**src/rtl/dehaze_pkg.sv**
```systemverilog
// Shared types and constants for the dehaze frame controller: FSM encoding,
// widths, default image geometry and the A smoothing helper.
package dehaze_pkg;
   localparam int A_W       = 8;
   localparam int FCNT_W    = 16;
   localparam int IMG_H_DEF = 640;
   localparam int IMG_V_DEF = 480;

   localparam logic [1:0] IDLE   = 2'd0;
   localparam logic [1:0] WARMUP = 2'd1;
   localparam logic [1:0] RUN    = 2'd2;
   localparam logic [1:0] RESYNC = 2'd3;

   // (3*old + new + 2) >> 2 with a 10-bit accumulator; max sum 1022 never overflows
   function automatic logic [A_W-1:0] a_blend(input logic [A_W-1:0] old_a,
                                              input logic [A_W-1:0] new_a);
      logic [A_W+1:0] acc;
      acc = {2'b00, old_a} + {1'b0, old_a, 1'b0} + {2'b00, new_a} + 10'd2;
      return acc[A_W+1:2];
   endfunction
endpackage

```
**src/rtl/dehaze_frame_ctrl_geom.sv**
```systemverilog
// Frame geometry checker: vsync/href edge detection, pixel/line counting and
// the sticky frame_err flag when a line or frame disagrees with the parameters.
module frame_geom_chk
   import dehaze_pkg::*;
#(
   parameter int IMG_H_DISP = IMG_H_DEF,
   parameter int IMG_V_DISP = IMG_V_DEF
) (
   input  logic clk,
   input  logic rst_n,
   input  logic vsync,
   input  logic href,
   input  logic clken,
   output logic vs_rise,
   output logic vs_fall,
   output logic frame_err
);
   localparam logic [15:0] H_L = 16'(IMG_H_DISP);
   localparam logic [15:0] V_L = 16'(IMG_V_DISP);

   logic        vs_d, hs_d, armed;
   logic [15:0] pix_cnt, line_cnt, line_nxt;
   logic        hs_fall;

   // armed stays low until vsync is seen low, so a frame cut by reset is ignored
   assign vs_rise  = armed & vsync & ~vs_d;
   assign vs_fall  = armed & vs_d & ~vsync;
   assign hs_fall  = armed & hs_d & ~href;
   // include a line ending in the same cycle as the frame
   assign line_nxt = line_cnt + {15'd0, hs_fall};

   always_ff @(posedge clk or negedge rst_n) begin
      if (!rst_n) begin
         vs_d      <= 1'b0;
         hs_d      <= 1'b0;
         armed     <= 1'b0;
         pix_cnt   <= '0;
         line_cnt  <= '0;
         frame_err <= 1'b0;
      end else begin
         vs_d <= vsync;
         hs_d <= href;
         if (!vsync) armed <= 1'b1;

         if (hs_fall) begin
            pix_cnt <= '0;
            if (pix_cnt != H_L) frame_err <= 1'b1;
         end else if (armed && href && clken) begin
            pix_cnt <= pix_cnt + 16'd1;
         end

         if (vs_fall) begin
            line_cnt <= '0;
            if (line_nxt != V_L) frame_err <= 1'b1;
         end else if (hs_fall) begin
            line_cnt <= line_nxt;
         end
      end
   end
endmodule

```
**src/rtl/dehaze_frame_ctrl.sv**
```systemverilog
// Frame scheduler for haze-removal recovery: shadows A and commits it at frame
// start, gates recovery until A exists, checks src/tx clken alignment.
// Optional: DEHAZE_A_IIR_EN smooths A across commits after the first one.
module dehaze_frame_ctrl
   import dehaze_pkg::*;
#(
   parameter int             IMG_H_DISP = IMG_H_DEF,
   parameter int             IMG_V_DISP = IMG_V_DEF,
   parameter logic [A_W-1:0] A_DEFAULT  = 8'd255
) (
   input  logic              clk,
   input  logic              rst_n,
   input  logic              per_src_frame_vsync,
   input  logic              per_src_frame_href,
   input  logic              per_src_frame_clken,
   input  logic              per_tx_frame_clken,
   input  logic [A_W-1:0]    A_cand,
   input  logic              A_valid,
   output logic [A_W-1:0]    post_A,
   output logic              recover_en,
   output logic              frame_start,
   output logic              align_err,
   output logic              frame_err,
   output logic [FCNT_W-1:0] frame_cnt
);
   logic [1:0]     state, state_nxt;
   logic [A_W-1:0] shadow_A, commit_src, a_next;
   logic           shadow_vld, commit, vs_rise, vs_fall, mis_run;

   frame_geom_chk #(
      .IMG_H_DISP (IMG_H_DISP),
      .IMG_V_DISP (IMG_V_DISP)
   ) u_geom (
      .clk       (clk),
      .rst_n     (rst_n),
      .vsync     (per_src_frame_vsync),
      .href      (per_src_frame_href),
      .clken     (per_src_frame_clken),
      .vs_rise   (vs_rise),
      .vs_fall   (vs_fall),
      .frame_err (frame_err)
   );

   // a strobe coinciding with the frame edge wins over the stored shadow
   assign commit_src = A_valid ? A_cand : shadow_A;
   assign mis_run    = (state == RUN) & per_src_frame_vsync &
                       (per_src_frame_clken ^ per_tx_frame_clken);

`ifdef DEHAZE_A_IIR_EN
   assign a_next = (state == WARMUP) ? commit_src : a_blend(post_A, commit_src);
`else
   assign a_next = commit_src;
`endif

   always_comb begin
      state_nxt = state;
      commit    = 1'b0;
      case (state)
         IDLE:   if (vs_rise) state_nxt = WARMUP;
         WARMUP: if (vs_rise && (shadow_vld || A_valid)) begin
                    commit    = 1'b1;
                    state_nxt = RUN;
                 end
         RUN: begin
                 if (vs_rise) commit    = 1'b1;
                 if (mis_run) state_nxt = RESYNC;
              end
         default: if (vs_rise) begin
                    commit    = 1'b1;
                    state_nxt = RUN;
                 end
      endcase
   end

   always_ff @(posedge clk or negedge rst_n) begin
      if (!rst_n) begin
         state       <= IDLE;
         shadow_A    <= A_DEFAULT;
         shadow_vld  <= 1'b0;
         post_A      <= A_DEFAULT;
         recover_en  <= 1'b0;
         frame_start <= 1'b0;
         align_err   <= 1'b0;
         frame_cnt   <= '0;
      end else begin
         state       <= state_nxt;
         frame_start <= vs_rise;
         // follows the registered state, so it lags each transition by a cycle
         recover_en  <= (state == RUN);
         if (A_valid) begin
            shadow_A   <= A_cand;
            shadow_vld <= 1'b1;
         end
         if (commit)  post_A    <= a_next;
         if (mis_run) align_err <= 1'b1;
         if (vs_fall) frame_cnt <= frame_cnt + 16'd1;
      end
   end
endmodule
```
**config.mk**
```make
export PLATFORM = sky130hd
export DESIGN_NAME = dehaze_frame_ctrl
export DESIGN_NICKNAME = d
export VERILOG_FILES = /design/src/rtl/dehaze_pkg.sv /design/src/rtl/dehaze_frame_ctrl_geom.sv /design/src/rtl/dehaze_frame_ctrl.sv
export SDC_FILE = /design/constraint.sdc
export NUM_CORES = 1
export LEC_CHECK = 0
export CAP_MARGIN = 10
export CORE_MARGIN = 10
export CORE_UTILIZATION = 50
export DETAILED_ROUTE_END_ITERATION = 10
export GPL_ROUTABILITY_DRIVEN = 1
export PLACE_DENSITY = 0.83
export SETUP_SLACK_MARGIN = 0.2
export SKIP_LAST_GASP = 1
export SYNTH_ARGS = -nofsm -noshare
export SYNTH_HDL_FRONTEND = slang
export SYNTH_HIERARCHICAL = 1
export SYNTH_SLANG_ARGS = --single-unit
```
**constraint.sdc**
```tcl
create_clock -name clk -period 4.9 [get_ports clk]
set_input_delay 0.735 -clock clk [delete_from_list [all_inputs] [get_ports clk]]
set_output_delay 0.735 -clock clk [all_outputs]
set_load 0.02 [all_outputs]
```
; ---- Yosys cells after proc, flatten, opt, wreduce, memory -nomap -nowiden
; Cells that the tools add are included.
[totals]
out_inout_bits = 28
reg_bits = 74
elab_cells = 62
inputBits = 15
[classes]
eq_ne = 7
n_bitwise = 12
addsub = 3
n_mux = 17
n_reduce_logical = 9
[op_table]
columns = cell, count
row1 = 16-bit 2-to-1 mux, 4
row2 = 16-bit by 1-bit adder with 16-bit output (second input constant), 2
row3 = 16-bit by 1-bit adder with 16-bit output, 1
row4 = 16-bit by 10-bit != test with 1-bit output (second input constant), 1
row5 = 16-bit by 9-bit != test with 1-bit output (second input constant), 1
row6 = 1-bit bitwise AND, 8
row7 = 2-bit 2-to-1 mux, 4
row8 = 8-bit 2-to-1 mux, 1
row9 = 1-bit 2-to-1 mux, 6
row10 = 2-bit != test (second input constant), 3
row11 = 2-bit one-hot mux with 3 select lines, 1
row12 = 4-bit AND reduction, 1
row13 = 2-bit nonzero test, 2
row14 = 1-bit logical AND, 3
row15 = 1-bit inverter, 3
row16 = 3-bit nonzero test, 1
row17 = 2-bit by 1-bit equality test with 1-bit output (second input constant), 1
row18 = 2-bit equality test (second input constant), 1
row19 = 2-bit zero test, 1
row20 = 1-bit one-hot mux with 2 select lines, 1
row21 = 1-bit logical OR, 1
row22 = 1-bit XOR, 1

; ---- Depth between registers and ports, before layout
[logic_depth]
ltp_word = 6
mapped_depth = 12
depth_no_buf = 9

; ---- Cells and area by module
; Netlist, hierarchy kept.
[by_module_without_submodules]
columns = module, instances, cells_per_inst, area_per_inst_um2, seq_area_each_um2
row1 = frame_geom_chk, 1, 226, 2208.4, 900.9
row2 = dehaze_frame_ctrl, 1, 106, 1556.5, 970.9

; ---- Worst setup path after synthesis
; Ideal clock, no wire load.
[synth_path]
path_type = in2reg
startpoint = in per_src_frame_href
endpoint = reg u_geom.line_cnt[14]
setup_slack_ns = 1.974
required_time_ns = 4.822
setup_time_ns = 0.078
arrival_time_ns = 2.849
stages = 11
path_cell_list = nand3b_1 -> inv_2 -> buf_2 -> buf_2 -> ha_1 -> ha_1 -> nand3_1 -> nor2_4 -> nand2_2 -> or3_1 -> a21oi_1
[synth_between]
elab_chain_cells = 5
[synth_lines]
columns = element, line_no
row1 = start: declaration, dehaze_frame_ctrl.sv:14  ; input logic per_src_frame_href,
row2 = 1-bit inverter *, dehaze_frame_ctrl_geom.sv:28  ; assign hs_fall = armed & hs_d & ~href;
row3 = 1-bit bitwise AND *, dehaze_frame_ctrl_geom.sv:28
row4 = 16-bit by 1-bit adder with 16-bit output, dehaze_frame_ctrl_geom.sv:30  ; assign line_nxt = line_cnt + {15'd0, hs_fall};
row5 = 16-bit 2-to-1 mux, dehaze_frame_ctrl_geom.sv:55  ; end else if (hs_fall) begin
row6 = 16-bit 2-to-1 mux, dehaze_frame_ctrl_geom.sv:52  ; if (vs_fall) begin
row7 = end signal: assignment, dehaze_frame_ctrl_geom.sv:56  ; line_cnt <= line_nxt;
row8 = end: declaration, dehaze_frame_ctrl_geom.sv:22  ; logic [15:0] pix_cnt, line_cnt, line_nxt;
; Mark *: on every way between the ends. The rest lies on a longest branch, timed or not. The select of a mux whose other input is x is not followed.
; A chain may end at the register's enable or synchronous reset.

; ---- Worst setup path in the final report
[layout_path]
startpoint = in per_src_frame_href
endpoint = reg u_geom.frame_err
[layout_between]
elab_chain_cells = 6
[layout_lines]
columns = element, line_no
row1 = 1-bit inverter *, dehaze_frame_ctrl_geom.sv:28
row2 = 1-bit bitwise AND *, dehaze_frame_ctrl_geom.sv:28
row3 = 16-bit by 1-bit adder with 16-bit output, dehaze_frame_ctrl_geom.sv:30
row4 = 16-bit by 9-bit != test with 1-bit output, dehaze_frame_ctrl_geom.sv:54  ; if (line_nxt != V_L) frame_err <= 1'b1;
row5 = 1-bit 2-to-1 mux, dehaze_frame_ctrl_geom.sv:54
row6 = 1-bit 2-to-1 mux *, dehaze_frame_ctrl_geom.sv:52
row7 = end signal: assignment, dehaze_frame_ctrl_geom.sv:39  ; frame_err <= 1'b0;
row8 = end signal: assignment, dehaze_frame_ctrl_geom.sv:47  ; if (pix_cnt != H_L) frame_err <= 1'b1;
row9 = end signal: assignment, dehaze_frame_ctrl_geom.sv:54
row10 = end: declaration, dehaze_frame_ctrl_geom.sv:16  ; output logic frame_err
; Mark *: on every way between the ends. The rest lies on a longest branch, timed or not.

==> impl_metrics.toml <==
[run_status]
status = "finished, final reports clean"

[logic_synthesis]
ys.flop_type = "dfrtp_1"
ys_seq_elements = 74
synthTopCellsByArea = "dfrtp_1, dfstp_2, mux2_2"
synth_cell_types = 60
ys_warn_count = 6
synth_adder_area_share_pct = 1.66
synth-edff-count = 0
syn_area_per_cell_sq_um = 11.3
synth_area_sq_um = 3760
yosysTopAreaCellShare_pct = 38.6
synth_cells = 332
synth_compound_gate_area_share_pct = 6.78
yosysSeqAreaShare_pct = 49.7
synth_top_family_by_area = "simple AND/OR/NAND/NOR gates"
synth_nets = 352
synth-xor-area-share_pct = 9.31
yosys.area_share.simple_pct = 23.9
synth_top_area_cell = "dfrtp_1"
synth_mux_area_share_pct = 5.35
synthArstFlopShare_pct = 100

[power_and_ir_drop]
power_leakage_nw = 1.85
p_per_area_nw_per_um2 = 347
total_power_mw = 1.54
ir_worst_vdd_uv = 280

[detailed_routing]
vias = 2671
drcViolationCount = 0
vias_per_cell = 5.60
wl_per_cell_microns = 15.9
postRouteAntennaNets = 0
drt_iter0_markers = 120
first_pass_iters = 4
totalWireLength_microns = 7600

[clock_network]
clock-sinks = 74
postCtsSetupBuffers = 0
ctsRootBufferMaster = "clkbuf_8"
clk-insertion-delay-late_ns = 0.34
cts_hold_buf = 0
h-tree-depth = 3
cts_tree = "done"
cts_made_buffers = 9
path_clk_slew_ns = 0.08
cts_buffer_depth = 2
cts-resized-gates = 0

[die]
floorplan.core_area_sq_um = 7290
die_area_sq_um = 11400
die_x_microns = 107
die_h_microns = 107
initial_core_util_pct = 51.6
io_pins = 43
rows = 31

[timing]
maxSlewHeadroom_pct = 40.8
fin_setup_tns_ns = 0
final-max-slew-violation-count = 0
grt_setup_unrepaired = "no"
clock_skew_ns = 0.00829
fmax_ghz = 0.296
tightest_slew_ns = 0.888
setup_violations = 0
finalCriticalPeriod_ns = 3.38
hold_violations = 0
fin_crit_sh_pct = 68.9

[layout]
drive_gt1_share_pct = 20.4
area_delta_synth_final_pct = 18.1
antenna-diode-count = 0
num-nets-final = 393
fill_cells = 624

[critical_path]
worstSetupStartpoint = "per_src_frame_href"
path_class = "in2reg"
worstReg2RegStart = "u_geom/armed"
cp.required_ns = 5.11
crit_path_top_delay_cell = "clkdlybuf4s50_1"
path_max_fanout = 25
critPathCaptureType = "flop"
arrival_ns = 3.59
cp-start-kind = "primary input"
crit_top_cell = "ha_1"
slowest_delay_ns = 0.52
crit_chain = "clkdlybuf4s50_1, nand3b_1, inv_2, ha_1, ha_1, nand3_1, nor4b_2, o21bai_1, a211oi_1, a21oi_1"

[grt]
overflow = 0
grt_max_degree = 75
grt_usage_pct = 14.2
antenna_found_initial = 0
grt_pass1_wl_microns = 13400
grt_pass1_vias = 2773

[job]
maxCapViolCount = 0

[placed_design]
port_buffers = 42
dp_hpwl_microns = 5420
gp_congestion = 0.793

[min_path]
min_from = "frame_cnt[15]"
hold_path_class = "reg2reg"
sequential cells by signal (all words and copies together), names as in the netlist:
signal and cells:
shadow_A 8, recover_en 1, u_geom/line_cnt 16, align_err 1, u_geom/armed 1, u_geom/frame_err 1
u_geom/vs_d 1, frame_start 1, post_A 8, shadow_vld 1, u_geom/hs_d 1, u_geom/pix_cnt 16
frame_cnt 16, state 2
cell usage after synthesis, types with 3 or more instances:
| master | count |
|---|---|
| inv_1 | 4 |
| nor3b_1 | 3 |
| buf_2 | 3 |
| buf_4 | 5 |
| nor2_1 | 26 |
| nor3_2 | 3 |
| a22o_1 | 3 |
| o21ai_0 | 9 |
| nor2b_1 | 4 |
| xnor2_1 | 21 |
| mux2_2 | 17 |
| dfrtp_1 | 58 |
| and3_1 | 5 |
| ha_1 | 5 |
| nand2_1 | 23 |
| nand4_1 | 11 |
| nand3_1 | 20 |
| and4_1 | 4 |
| a31oi_1 | 3 |
| nor4_2 | 3 |
| or3_1 | 4 |
| dfstp_2 | 16 |
| xor2_1 | 19 |
| and4_4 | 3 |
| nand2b_1 | 3 |
| a21oi_1 | 7 |
| nor3_1 | 4 |
| buf_6 | 4 |
critical path: cells and delay by family:
| family | cells | cell delay (ns) |
|---|---|---|
| AND/OR/NAND/NOR | 3 | 0.85 |
| adder cells (fa/ha/maj) | 2 | 0.62 |
| buffers and inverters | 2 | 0.95 |
| AO/OA/AOI/OAI | 3 | 0.44 |
path summary, 6_finish.rpt:
path	cells past startpoint	endpoint	slack (ns)
max	10	u_geom/frame_err	1.52
min	1	frame_cnt[15]	0.48
min reg2reg	1	frame_cnt[15]	0.48
max in group asynchronous	2	u_geom/line_cnt[13]	3.72
max reg2reg	9	u_geom/frame_err	2.00
min in group asynchronous	2	frame_cnt[6]	0.60
cell type report:
| type | count | area (sq um) | share of cell area, % |
|---|---|---|---|
| Sequential cell | 74 | 1870 | 42.1 |
| Timing Repair Buffer | 44 | 430 | 9.68 |
| Tap cell | 99 | 124 | 2.79 |
| Multi-Input combinational cell | 239 | 1770 | 39.8 |
| Clock inverter | 2 | 38.8 | 0.872 |
| Clock buffer | 14 | 195 | 4.39 |
| Inverter | 5 | 18.8 | 0.422 |
logic make-up after synthesis:
kind of cell             count (synthesis)
AO/OA/AOI/OAI                           36
XOR/XNOR                                40
adder cells (fa/ha/maj)                  5
buffers and inverters                   19
flip-flops                              74
multiplexers                            18
AND/OR/NAND/NOR                        140
layout by cell type (no fill, tap or decap), drive strengths merged, types with 4 or more instances in the layout:
cell / instances
o21ai: 10
nor3: 9
or3: 4
xor2: 19
mux2: 17
nand2: 24
xnor2: 21
dfstp: 16
nor2b: 4
nand4: 15
ha: 5
nor2: 29
nand3: 21
nor4: 6
and4: 7
a21oi: 7
clkdlybuf4s50: 41
and3: 5
inv: 5
clkbuf: 14
dfrtp: 58
power breakdown:
| part | switching [mW] | total (mW) | internal (mW) |
|---|---|---|---|
| registers | 0.0560 | 0.735 | 0.679 |
| clock network | 0.222 | 0.535 | 0.313 |
| logic | 0.138 | 0.271 | 0.133 |
| total | 0.416 | 1.54 | 1.13 |
metal layers:
metal	routed length [microns]	up-vias	part of all wire, %	global-route usage (%)
li1	-	1261	-	-
met1	3270	1338	43	17.0
met2	3880	63	51	24.0
met3	351	9	4.6	3.05
met4	102	0	1.3	6.09
met5	0	-	0	0
per-stage QoR:
step	instances	hold slack [ns]	setup WS [ns]	area, sq um	utilization, %
finish	477	0.482	1.52	4450	61.0
floorplan	332	0.439	1.97	3760	-
global placement	461	0.450	1.35	4210	57.8
detailed placement	461	0.469	1.21	4210	57.8
CTS	477	0.485	1.56	4450	61.0
global route	477	0.502	1.34	4450	61.0
No activity file was read; power rests on OpenSTA's default activity.
